File: src/rtl/bch_enc_sched.sv
// Round-robin sequencer sharing one serial BCH(63,56) LFSR engine between two requesters.
// Shifts {HDR, msg} MSB-first into the engine, then returns {HDR, msg, parity}.
`timescale 1ns/1ps
module bch_enc_sched #(
    parameter int unsigned MSG_W  = 32,
    parameter logic [23:0] HDR    = 24'h555555,
    parameter int unsigned INFO_W = 56,
    parameter int unsigned PAR_W  = 7
) (
    input  logic                      clk,
    input  logic                      rst_n,
    input  logic                      req0_valid,
    input  logic [MSG_W-1:0]          req0_msg,
    output logic                      req0_ready,
    input  logic                      req1_valid,
    input  logic [MSG_W-1:0]          req1_msg,
    output logic                      req1_ready,
    output logic                      eng_clr,
    output logic                      eng_shift,
    output logic                      eng_bit,
    input  logic [PAR_W-1:0]          eng_parity,
    output logic                      cw_valid,
    output logic [INFO_W+PAR_W-1:0]   cw_data,
    output logic                      cw_id,
    input  logic                      cw_ready,
    output logic                      busy
);

    typedef enum logic [2:0] {StIdle, StLoad, StShift, StCapture, StOut} state_e;

    state_e                    state_q, state_d;
    logic                      last_q, last_d;
    logic [INFO_W-1:0]         shreg_q, shreg_d;
    logic [INFO_W-1:0]         info_q, info_d;
    logic [5:0]                cnt_q, cnt_d;
    logic [INFO_W+PAR_W-1:0]   cw_data_q, cw_data_d;
    logic                      cw_id_q, cw_id_d;
    logic                      grant;
    logic                      idle;

    assign idle = (state_q == StIdle);

    // Contention goes to whoever was not served last; last_q resets to 1 so req0 wins first.
    always_comb begin
        grant = 1'b0;
        if (req0_valid && req1_valid) begin
            grant = ~last_q;
        end else if (req1_valid) begin
            grant = 1'b1;
        end
    end

    assign req0_ready = idle & ~grant & req0_valid;
    assign req1_ready = idle &  grant & req1_valid;

    always_comb begin
        state_d   = state_q;
        last_d    = last_q;
        shreg_d   = shreg_q;
        info_d    = info_q;
        cnt_d     = cnt_q;
        cw_data_d = cw_data_q;
        cw_id_d   = cw_id_q;
        case (state_q)
            StIdle: begin
                if (req0_ready || req1_ready) begin
                    shreg_d = {HDR, (grant ? req1_msg : req0_msg)};
                    info_d  = {HDR, (grant ? req1_msg : req0_msg)};
                    cw_id_d = grant;
                    last_d  = grant;
                    state_d = StLoad;
                end
            end
            StLoad: begin
                cnt_d   = 6'(INFO_W - 1);
                state_d = StShift;
            end
            StShift: begin
                shreg_d = shreg_q << 1;
                if (cnt_q == 6'd0) begin
                    state_d = StCapture;
                end else begin
                    cnt_d = cnt_q - 6'd1;
                end
            end
            StCapture: begin
                cw_data_d = {info_q, eng_parity};
                state_d   = StOut;
            end
            StOut: begin
                if (cw_ready) begin
                    state_d = StIdle;
                end
            end
            default: state_d = StIdle;
        endcase
    end

    always_ff @(posedge clk or negedge rst_n) begin
        if (!rst_n) begin
            state_q   <= StIdle;
            last_q    <= 1'b1;
            shreg_q   <= '0;
            info_q    <= '0;
            cnt_q     <= '0;
            cw_data_q <= '0;
            cw_id_q   <= 1'b0;
        end else begin
            state_q   <= state_d;
            last_q    <= last_d;
            shreg_q   <= shreg_d;
            info_q    <= info_d;
            cnt_q     <= cnt_d;
            cw_data_q <= cw_data_d;
            cw_id_q   <= cw_id_d;
        end
    end

    assign eng_clr   = (state_q == StLoad);
    assign eng_shift = (state_q == StShift);
    assign eng_bit   = eng_shift & shreg_q[INFO_W-1];
    assign cw_valid  = (state_q == StOut);
    assign busy      = ~idle;
    assign cw_data   = cw_data_q;
    assign cw_id     = cw_id_q;

endmodule

File: config.mk
export PLATFORM = sky130hd
export DESIGN_NAME = bch_enc_sched
export DESIGN_NICKNAME = d
export VERILOG_FILES = /design/src/rtl/bch_enc_sched.sv
export SDC_FILE = /design/constraint.sdc
export NUM_CORES = 1
export LEC_CHECK = 0
export CAP_MARGIN = 20
export CORE_MARGIN = 4
export CORE_UTILIZATION = 45
export CTS_CLUSTER_SIZE = 12
export DETAILED_ROUTE_END_ITERATION = 16
export HOLD_SLACK_MARGIN = 0.05
export PLACE_DENSITY = 0.77
export SLEW_MARGIN = 0
export SYNTH_ARGS = -nofsm -noshare
export SYNTH_HDL_FRONTEND = slang
export SYNTH_SLANG_ARGS = --single-unit
export TNS_END_PERCENT = 20
File: constraint.sdc
create_clock -name clk -period 1.6 [get_ports clk]
set_input_delay 0.32 -clock clk [delete_from_list [all_inputs] [get_ports clk]]
set_output_delay 0.32 -clock clk [all_outputs]
set_load 0.02 [all_outputs]
==> metrics.csv, run 1 <==
stage,metric,value,unit
global_route,first_global_vias,4708,
die,die_area,15100,um2
setup_path,startpoint,state_q[0],
clock_network,htreeDepth,4,
yosys,synth_top_area_share,58.5,%
drt,remaining_drc_errors,0,
finish,final_nets,744,
pwr,switching_share,35.0,%
pwr,p_int,12.3,mW
yosys,synthCells,495,
setup_path,slowest_stage,dfrtp_2,
pwr,vdd_drop_max,1.04,mV
setup_path,crit_type,reg2out,
yosys,syn_area_per_cell,12.0,um2
yosys,synthFlopType,dfrtp_1,
die,rows,41,
yosys,synth_largest_area_cell,dfrtp_1,
sta,setup_violations,84,
clock_network,cts.reportedPaths.clkPinSlew,0.06,ns
yosys,synthDistinctLibCells,39,
die,coreArea,12800,um2
drt,final_antenna_net_count,0,
pwr,p_per_area,2150,nW/um2
finish,drive_gt1_share,25.8,%
sta,post-route-period-util,112,%
status,violations,negative setup slack,
setup_path,max_stage_delay,0.44,ns
pwr,seqPwrFrac,33.5,%
worst_hold_path,hp-class,in2async,
sta,fmax,557,MHz
status,status,"complete, but fails checks",
setup_path,cp_data_arrival_time,1.47,ns
finish,areaGrowthSynthToFinish,47.3,%
setup_path,crit_chain,nor3_4 > buf_4 > and2_4 > buf_6,
yosys,synth_area,5950,um2
pwr,clkPwrFrac,22.4,%
yosys,synth_edf_count,0,
setup_path,critical-path-top-delay-family,flip-flops,
die,chipWidth,123,um
clock_network,cts_buffers,17,
setup_path,r2r-start,state_q[0],
sta,hold_violations,0,
sta,maxSlewViolCount,0,
placement,gp_congestion,0.761,
clock_network,cts.path.max_buffers,2,
clock_network,insertion_delay,0.42,ns
clock_network,root_buffer,clkbuf_16,
clock_network,clkSinkCount,140,
global_route,grt_max_degree,53,
setup_path,worst-path-buf-inv,2,
drt,wirelength,15000,um
drt,drtIter0Drc,279,
clock_network,cts_tree,done,
yosys,yosysSeqAreaShare,58.9,%
drt,drt-wirelength-per-cell,17.6,um
sta,layout_setup_ws,-0.194,ns
job,maxCapViolations,0,
finish,final_common_cell,dfrtp_1,
yosys,synth.area.top_cells,"dfrtp_1 58%, mux2_2 7.8%, mux2i_1 5.7%, a221o_1 5.2%, a21o_1 4.3%",
yosys,ys_warn_count,0,
yosys,ys_seq_elements,140,
setup_path,crit_path_start_kind,register,
sta,rsz0062_at_grt,true,
placement,post-place-ws,-0.491,ns
finish,n_fill_cell,910,
finish,diodes,0,
drt,routed_via_density,5.32,
pwr,power_frac_comb,44.1,%
setup_path,critPathRequiredTime,1.28,ns
finish,final_cell_mix,"135 x dfrtp_1, 74 x clkdlybuf4s50_1, 52 x nand2_1, 50 x dlygate4sd2_1, 34 x a21o_1",
die,die_h,123,um
drt,vias,4522,
die,io_pins,147,
pwr,power.leakage,4.32,nW
global_route,grt.overflow.total,0,
sta,hold_slack,0.413,ns
sta,period_minus_slack,1.79,ns
die,start_util,46.6,%
pwr,p_sw,6.60,mW
yosys,async_flop_share,100,%
global_route,grt_pass1_wl,22900,um
global_route,antenna_found_initial,0,
drt,first_pass_iters,4,
placement,hpwlAfterDp,9420,um
setup_path,endpoint_kind,output pin,
placement,io_buffers,134,
sta,clock_skew,0.00759,ns
global_route,grt.total_usage,19.4,%
setup_path,cp_max_fo,4,
-- worst paths after layout --
check | end | slack [ns] | cells past startpoint
worst max-delay path | req1_ready | -0.19 | 4
worst min-delay path | info_q[23] | 0.41 | 2
worst max register to register | cw_data[6] | -0.09 | 6
worst min register to register | shreg_q[35] | 0.47 | 2
max in group asynchronous | cw_data[36] | 0.64 | 3
min in group clk | shreg_q[35] | 0.47 | 2
-- cell families (layout without fill, tap and decap cells) --
| kind of cell | after synthesis | after routing | synth area share, % |
|---|---|---|---|
| flip-flops | 140 | 140 | 58.9 |
| AND/OR/NAND/NOR | 122 | 122 | 8.83 |
| AO/OA/AOI/OAI | 95 | 95 | 12.4 |
| multiplexers | 75 | 75 | 13.5 |
| buffers and inverters | 59 | 231 | 5.80 |
| adder cells (fa/ha/maj) | 2 | 2 | 0.420 |
| other | 1 | 12 | 0.0630 |
| XOR/XNOR | 1 | 1 | 0.147 |
-- power groups by stage --
stage                     Combinational, mW  Clock (mW)  Sequential (mW)
after floorplan                        4.12           0             6.63
after global placement                 7.41           0             6.23
after detailed placement               7.70           0             6.30
after CTS                              7.59        4.28             6.26
after global routing                   9.03        4.45             6.52
final                                  8.31        4.22             6.32
-- repair_timing --
item,4_1_cts,5_1_grt
gates resized for setup,104,70
gates cloned,0,4
setup endpoints to repair,140,124
pin swaps,5,13
setup buffers,7,3
hold buffers,1,0
endpoints found under the hold margin,38,0
-- registers in the layout (all words and copies together), names as in the netlist --
signal,cells
cw_data,40
cnt_q,6
last_q,1
info_q,33
shreg_q,56
state_q,3
cw_id,1
-- per-stage QoR --
step,std cells,setup TNS (ns),util (%),power [mW],area [um2]
floorplan,506,-0.0386,-,10.8,5990
global placement,804,-26.04,60.5,13.6,7730
global route,850,-8.80,68.6,20.0,8770
detailed placement,804,-29.87,60.5,14.0,7730
finish,850,-4.02,68.6,18.9,8770
CTS,843,-3.66,65.9,18.1,8420
-- layer usage --
metal	vias up	global-route usage, %	share of wire [%]	routed length [um]
met2	129	32.4	52	7730
met1	2310	24.4	41	6190
met5	-	0	0	0
li1	2062	-	-	-
met4	0	6.23	1.6	247
met3	21	5.63	5.4	809
-- final cells by class --
class	count	area [um2]	area share, %
Sequential cell	140	3510	40.0
Multi-Input combinational cell	307	2370	27.0
Timing Repair Buffer	195	2010	22.9
Clock buffer	21	480	5.48
Tap cell	172	215	2.45
Clock inverter	10	163	1.86
Inverter	5	18.8	0.214
-- synthesized netlist by cell type, types with 2 or more instances --
library cell  number
dfrtp_1          139
nand2_1           53
nor2_1            42
mux2_2            41
a21o_1            34
mux2i_1           34
a221o_1           31
buf_4             29
nand3_1           15
o21ai_0           14
buf_2             12
clkbuf_1          10
a21oi_1            6
inv_1              4
buf_1              3
a31oi_1            2
ha_1               2
o21ai_1            2
or4_1              2
Power figures use the tool's default switching activity.
==> inputs of run 2 (changes only) <==
--- a/config.mk
+++ b/config.mk
@@ -6,12 +6,13 @@
 export NUM_CORES = 1
 export LEC_CHECK = 0
 export CAP_MARGIN = 20
-export CORE_MARGIN = 4
+export CORE_MARGIN = 5
 export CORE_UTILIZATION = 45
 export CTS_CLUSTER_SIZE = 12
 export DETAILED_ROUTE_END_ITERATION = 16
 export HOLD_SLACK_MARGIN = 0.05
 export PLACE_DENSITY = 0.77
+export SKIP_LAST_GASP = 1
 export SLEW_MARGIN = 0
 export SYNTH_ARGS = -nofsm -noshare
 export SYNTH_HDL_FRONTEND = slang
==> run 2 against run 1 <==
Net effect: sequential share of layout area about the same; final area about the same; global-route usage down 1.7 points; flip-flop and latch count unchanged; largest power group unchanged; first-iteration DRC count down 21%; via count up 0.27%; clock power down 11%; critical endpoint unchanged; total power down 0.45%; combinational power up 5.1%; clock-buffer cell count down 4; the run still ends with negative setup slack left; non-clock buffer count up 4.
==> metrics.csv, run 2 (synthesis gave the netlist of run 1 again) <==
stage,metric,value,unit
sta,post-route-period-util,112,%
pwr,vdd_drop_max,0.970,mV
drt,remaining_drc_errors,0,
clock_network,cts_tree,done,
setup_path,cp_max_fo,5,
pwr,power.leakage,4.32,nW
finish,fin_cells,860,
die,chipWidth,125,um
sta,layout_setup_ws,-0.190,ns
placement,io_buffers,134,
setup_path,crit_type,reg2out,
setup_path,startpoint,state_q[2],
sta,hold_violations,0,
finish,drive_gt1_share,25.7,%
finish,final_nets,749,
finish,regArea,3510,um2
sta,maxSlewViolCount,0,
global_route,grt_pass1_wl,22500,um
sta,period_minus_slack,1.79,ns
die,rows,42,
setup_path,critPathRequiredTime,1.28,ns
setup_path,slowest_stage,dfrtp_2,
global_route,grt_max_degree,59,
status,violations,negative setup slack,
placement,gp_congestion,0.792,
pwr,p_per_area,2140,nW/um2
drt,vias,4534,
finish,final_cell_mix,"135 x dfrtp_1, 86 x clkdlybuf4s50_1, 52 x nand2_1, 41 x mux2_2, 40 x buf_4",
sta,rsz0062_at_grt,true,
clock_network,clkSinkCount,140,
setup_path,crit_path_start_kind,register,
drt,drtIter0Drc,221,
status,status,"complete, but fails checks",
die,start_util,45.5,%
finish,multi_input_area,2310,um2
drt,routed_via_density,5.27,
finish,top_register,shreg_q,
global_route,first_global_vias,4668,
clock_network,cts.path.max_buffers,2,
clock_network,insertion_delay,0.42,ns
finish,diodes,0,
setup_path,endpoint_kind,output pin,
finish,final_common_cell,dfrtp_1,
drt,wirelength,15300,um
global_route,grt.total_usage,17.7,%
sta,setup_violations,123,
clock_network,cts_buffers,17,
job,maxCapViolations,0,
finish,largest_reg_flops,56,
drt,first_pass_iters,4,
setup_path,r2r_setup_slack,-0.18,ns
sta,hold_slack,0.347,ns
die,die_area,15600,um2
sta,clock_skew,0.00606,ns
clock_network,cts.reportedPaths.clkPinSlew,0.06,ns
setup_path,reg2reg_depth,7,
pwr,p_total,18.8,mW
setup_path,crit_chain,nor3_4 > and2_4 > buf_4,
drt,final_antenna_net_count,0,
finish,final_area,8760,um2
setup_path,cp_data_arrival_time,1.47,ns
placement,placed_area,7690,um2
die,io_pins,147,
clock_network,root_buffer,clkbuf_16,
clock_network,htreeDepth,4,
drt,drt-wirelength-per-cell,17.8,um
worst_hold_path,hp-class,in2async,
finish,fin_util,67.0,%
finish,n_fill_cell,955,
global_route,grt.overflow.total,0,
setup_path,r2r-start,state_q[2],
placement,place_inst,804,
placement,hpwlAfterDp,9290,um
setup_path,max_stage_delay,0.46,ns
die,die_h,125,um
finish,areaGrowthSynthToFinish,47.2,%
global_route,antenna_found_initial,0,
die,coreArea,13100,um2
sta,fmax,559,MHz
-- run 2: cell count changes in the layout (fill, tap and decap cells not counted), moves of 8 or more --
cell and change:
mux2_2 +29, buf_4 +9, buf_6 -9, mux2_4 -29, dlymetal6s2s_1 +21, nor2_2 -8
dlygate4sd2_1 -31, clkdlybuf4s50_1 +12
-- run 2: critical path: cells and delay by family (launching register included) --
kind	cells	cell delay [ns]
buffers and inverters	1	0.13
flip-flops	1	0.46
AND/OR/NAND/NOR	2	0.46
-- run 2: timing repair --
action	in CTS	in global routing
cloned	0	11
hold endpoints to repair	28	0
pin swaps	2	7
hold buffers	1	0
setup endpoints to repair	133	164
setup buffers	3	9
resized for setup	60	60
-- run 2: layout make-up --
class	instances	area share (%)
sequential	140	40.1
multi-input combinational	308	26.4
timing repair buffer	199	24.4
clock buffer	17	4.86
tap	176	2.51
clock inverter	15	1.59
inverter	5	0.214
-- run 2: worst paths after layout --
kind / end
min reg2reg: info_q[32]
min: cw_data[28]
min in group clk: last_q
max in group asynchronous: cw_data[2]
max reg2reg: shreg_q[1]
max: req1_ready
-- run 2: where the power goes --
part / internal, mW / leakage, nW / total [mW] / switching [mW]
Sequential: 5.28 / 1.70 / 6.29 / 1.01
Combinational: 4.46 / 2.36 / 8.73 / 4.27
Clock: 2.16 / 0.263 / 3.75 / 1.60
Total: 11.9 / 4.32 / 18.8 / 6.88
-- run 2: per-stage QoR --
step	setup slack (ns)	setup TNS (ns)
finish	-0.190	-7.75
CTS	-0.240	-7.90
global route	-0.284	-17.29
detailed placement	-0.527	-30.24
global placement	-0.501	-27.51
floorplan	-0.0386	-0.0386
-- run 2: routing by layer --
layer	vias up	global-route usage, %	wire length [um]
li1	2073	-	-
met1	2294	21.9	6420
met2	149	29.1	7750
met3	18	5.46	944
met4	0	7.33	225
met5	-	0	0
==> inputs of run 3 (changes only) <==
--- a/config.mk
+++ b/config.mk
@@ -7,11 +7,11 @@
 export LEC_CHECK = 0
 export CAP_MARGIN = 20
 export CORE_MARGIN = 5
-export CORE_UTILIZATION = 45
+export CORE_UTILIZATION = 53
 export CTS_CLUSTER_SIZE = 12
 export DETAILED_ROUTE_END_ITERATION = 16
 export HOLD_SLACK_MARGIN = 0.05
-export PLACE_DENSITY = 0.77
+export PLACE_DENSITY = 0.85
 export SKIP_LAST_GASP = 1
 export SLEW_MARGIN = 0
 export SYNTH_ARGS = -nofsm -noshare
==> constraint.sdc (replaced) <==
create_clock -name clk -period 2.3 [get_ports clk]
set_input_delay 0.46 -clock clk [delete_from_list [all_inputs] [get_ports clk]]
set_output_delay 0.46 -clock clk [all_outputs]
set_load 0.02 [all_outputs]
==> run 3 against run 2 <==
Net effect: the run still ends with negative setup slack left; wire length decreased by 6.9%; clock power decreased by 29%; cell count decreased by 9.4%; clock-buffer cell count increased by 7; first-iteration DRC count increased by 21%; worst hold slack improved by 0.11 ns; non-clock buffer count decreased by 43; critical path depth unchanged; largest power group unchanged.
==> metrics.csv, run 3 (synthesis gave the netlist of run 1 again) <==
stage,metric,value,unit
status,status,"complete, but fails checks",
status,violations,negative setup slack,
clock_network,cts.path.max_buffers,2,
setup_path,startpoint,state_q[2],
placement,hpwlAfterDp,9260,um
global_route,grt_max_degree,64,
die,coreArea,10900,um2
drt,drt-wirelength-per-cell,18.3,um
setup_path,cp_data_arrival_time,1.86,ns
sta,rsz0062_at_grt,true,
global_route,grt.overflow.total,0,
die,start_util,54.4,%
drt,drtIter0Drc,268,
clock_network,cts_tree,done,
finish,diodes,0,
sta,period_minus_slack,2.32,ns
drt,final_antenna_net_count,0,
drt,remaining_drc_errors,0,
pwr,p_total,12.1,mW
setup_path,crit_chain,nor2_2 > and3_1 > clkdlybuf4s50_1,
drt,routed_via_density,5.57,
global_route,grt.total_usage,22.4,%
worst_hold_path,hp-class,reg2reg,
sta,maxSlewViolCount,0,
pwr,switching_share,35.9,%
global_route,antenna_found_initial,0,
worst_hold_path,hold_path_startpoint,info_q[32],
setup_path,endpoint_kind,output pin,
pwr,p_int,7.79,mW
drt,first_pass_iters,6,
setup_path,critPathRequiredTime,1.84,ns
clock_network,cts.reportedPaths.clkPinSlew,0.06,ns
finish,n_fill_cell,719,
finish,final_cell_mix,"137 x dfrtp_1, 131 x clkdlybuf4s50_1, 53 x nand2_1, 41 x nor2_1, 41 x mux2_2",
finish,areaGrowthSynthToFinish,34.5,%
setup_path,worst-path-buf-inv,1,
setup_path,max_stage_delay,0.61,ns
finish,largest_reg_flops,56,
global_route,grt_pass1_wl,23300,um
pwr,power_frac_comb,41.5,%
clock_network,htreeDepth,4,
setup_path,critical-path-top-delay-family,buffers and inverters,
sta,tns,-0.0506,ns
clock_network,cts_buffers,17,
clock_network,clkSinkCount,140,
sta,slew_headroom,59.1,%
finish,final_common_cell,dfrtp_1,
setup_path,cp_max_fo,9,
die,io_pins,147,
global_route,first_global_vias,4632,
job,maxCapViolations,0,
setup_path,slowest_stage,clkdlybuf4s50_1,
die,die_area,13400,um2
setup_path,crit_type,reg2out,
finish,drive_gt1_share,15.6,%
pwr,power.leakage,3.79,nW
pwr,vdd_drop_max,0.848,mV
finish,final_nets,705,
finish,multi_input_area,2180,um2
drt,vias,4337,
sta,setup_violations,3,
pwr,clkPwrFrac,21.8,%
finish,top_register,shreg_q,
sta,hold_violations,0,
clock_network,insertion_delay,0.41,ns
sta,max_slew.worst_pin.slew,0.613,ns
setup_path,r2r-start,state_q[2],
sta,clock_skew,0.00650,ns
placement,io_buffers,134,
sta,post-route-period-util,101,%
pwr,p_sw,4.36,mW
sta,layout_setup_ws,-0.0234,ns
drt,wirelength,14300,um
placement,gp_congestion,0.782,
die,chipWidth,116,um
finish,regArea,3510,um2
pwr,p_per_area,1520,nW/um2
pwr,seqPwrFrac,36.7,%
die,die_h,116,um
clock_network,root_buffer,clkbuf_16,
setup_path,crit_path_start_kind,register,
die,rows,38,
sta,fmax,430,MHz
==> run 3: cell count changes in the layout (fill, tap and decap cells not counted), moves of 12 or more <==
cell / change
buf_6: -12
dlygate4sd2_1: -18
dlymetal6s2s_1: -20
buf_4: -22
clkdlybuf4s50_1: +45
==> run 3: routing by layer <==
layer  vias to the layer above  part of all wire [%]  track usage, %
li1                       1971                     -               -
met1                      2143                    40            28.0
met2                       194                    51            38.0
met3                        29                   6.8            5.01
met4                         0                   2.2            8.97
met5                         -                     0               0
==> run 3: worst paths after layout <==
check / endpoint / slack [ns] / cells past startpoint
worst max register to register: cnt_q[4] / 0.45 / 6
max in group asynchronous: state_q[2] / 1.04 / 3
worst min register to register: info_q[32] / 0.46 / 1
min in group asynchronous: cw_data[28] / 0.55 / 2
worst max-delay path: eng_bit / -0.02 / 3
worst min-delay path: info_q[32] / 0.46 / 1
==> run 3: through the flow <==
stage | util, % | std cells | hold WS [ns] | area (um2) | setup slack [ns]
6_report | 73.2 | 779 | 0.459 | 8000 | -0.0234
5_1_grt | 73.2 | 779 | 0.480 | 8000 | -0.0987
4_1_cts | 73.0 | 777 | 0.467 | 7980 | -0.183
3_5_place_dp | 67.7 | 745 | 0.431 | 7400 | -0.121
3_3_place_gp | 67.7 | 745 | 0.420 | 7400 | -0.0438
2_1_floorplan | - | 506 | 0.164 | 5990 | 0.505
==> run 3: power by group through the flow <==
stage	logic [mW]	clock network, mW	registers [mW]
after floorplan	2.87	0	4.61
after global placement	4.76	0	4.35
after detailed placement	4.97	0	4.42
after CTS	5.05	2.69	4.44
after global routing	5.48	2.80	4.60
final	5.04	2.65	4.45
==> run 3: worst reg2reg max path, delay by kind of cell (launching register included) <==
| family | cells | cell delay, ns |
|---|---|---|
| buffers and inverters | 2 | 0.59 |
| DFF | 1 | 0.48 |
| muxes | 1 | 0.16 |
| and+or+nand+nor | 3 | 0.48 |
==> run 3: final cells by class <==
| cell class | instances | area share (%) |
|---|---|---|
| flip-flops and latches | 140 | 43.8 |
| multi-input cells | 307 | 27.3 |
| repair buffers | 156 | 19.4 |
| clock buffers | 24 | 6.02 |
| well taps | 140 | 2.19 |
| clock inverters | 7 | 1.11 |
| inverters | 5 | 0.235 |
==> run 3: repair_timing <==
| action | in CTS | in global routing |
|---|---|---|
| pin swaps | 0 | 1 |
| hold buffers | 1 | 0 |
| resized for setup | 1 | 4 |
| endpoints found under the setup margin | 6 | 7 |
| gates cloned | 0 | 0 |
| setup buffers | 0 | 2 |
| endpoints found under the hold margin | 47 | 0 |
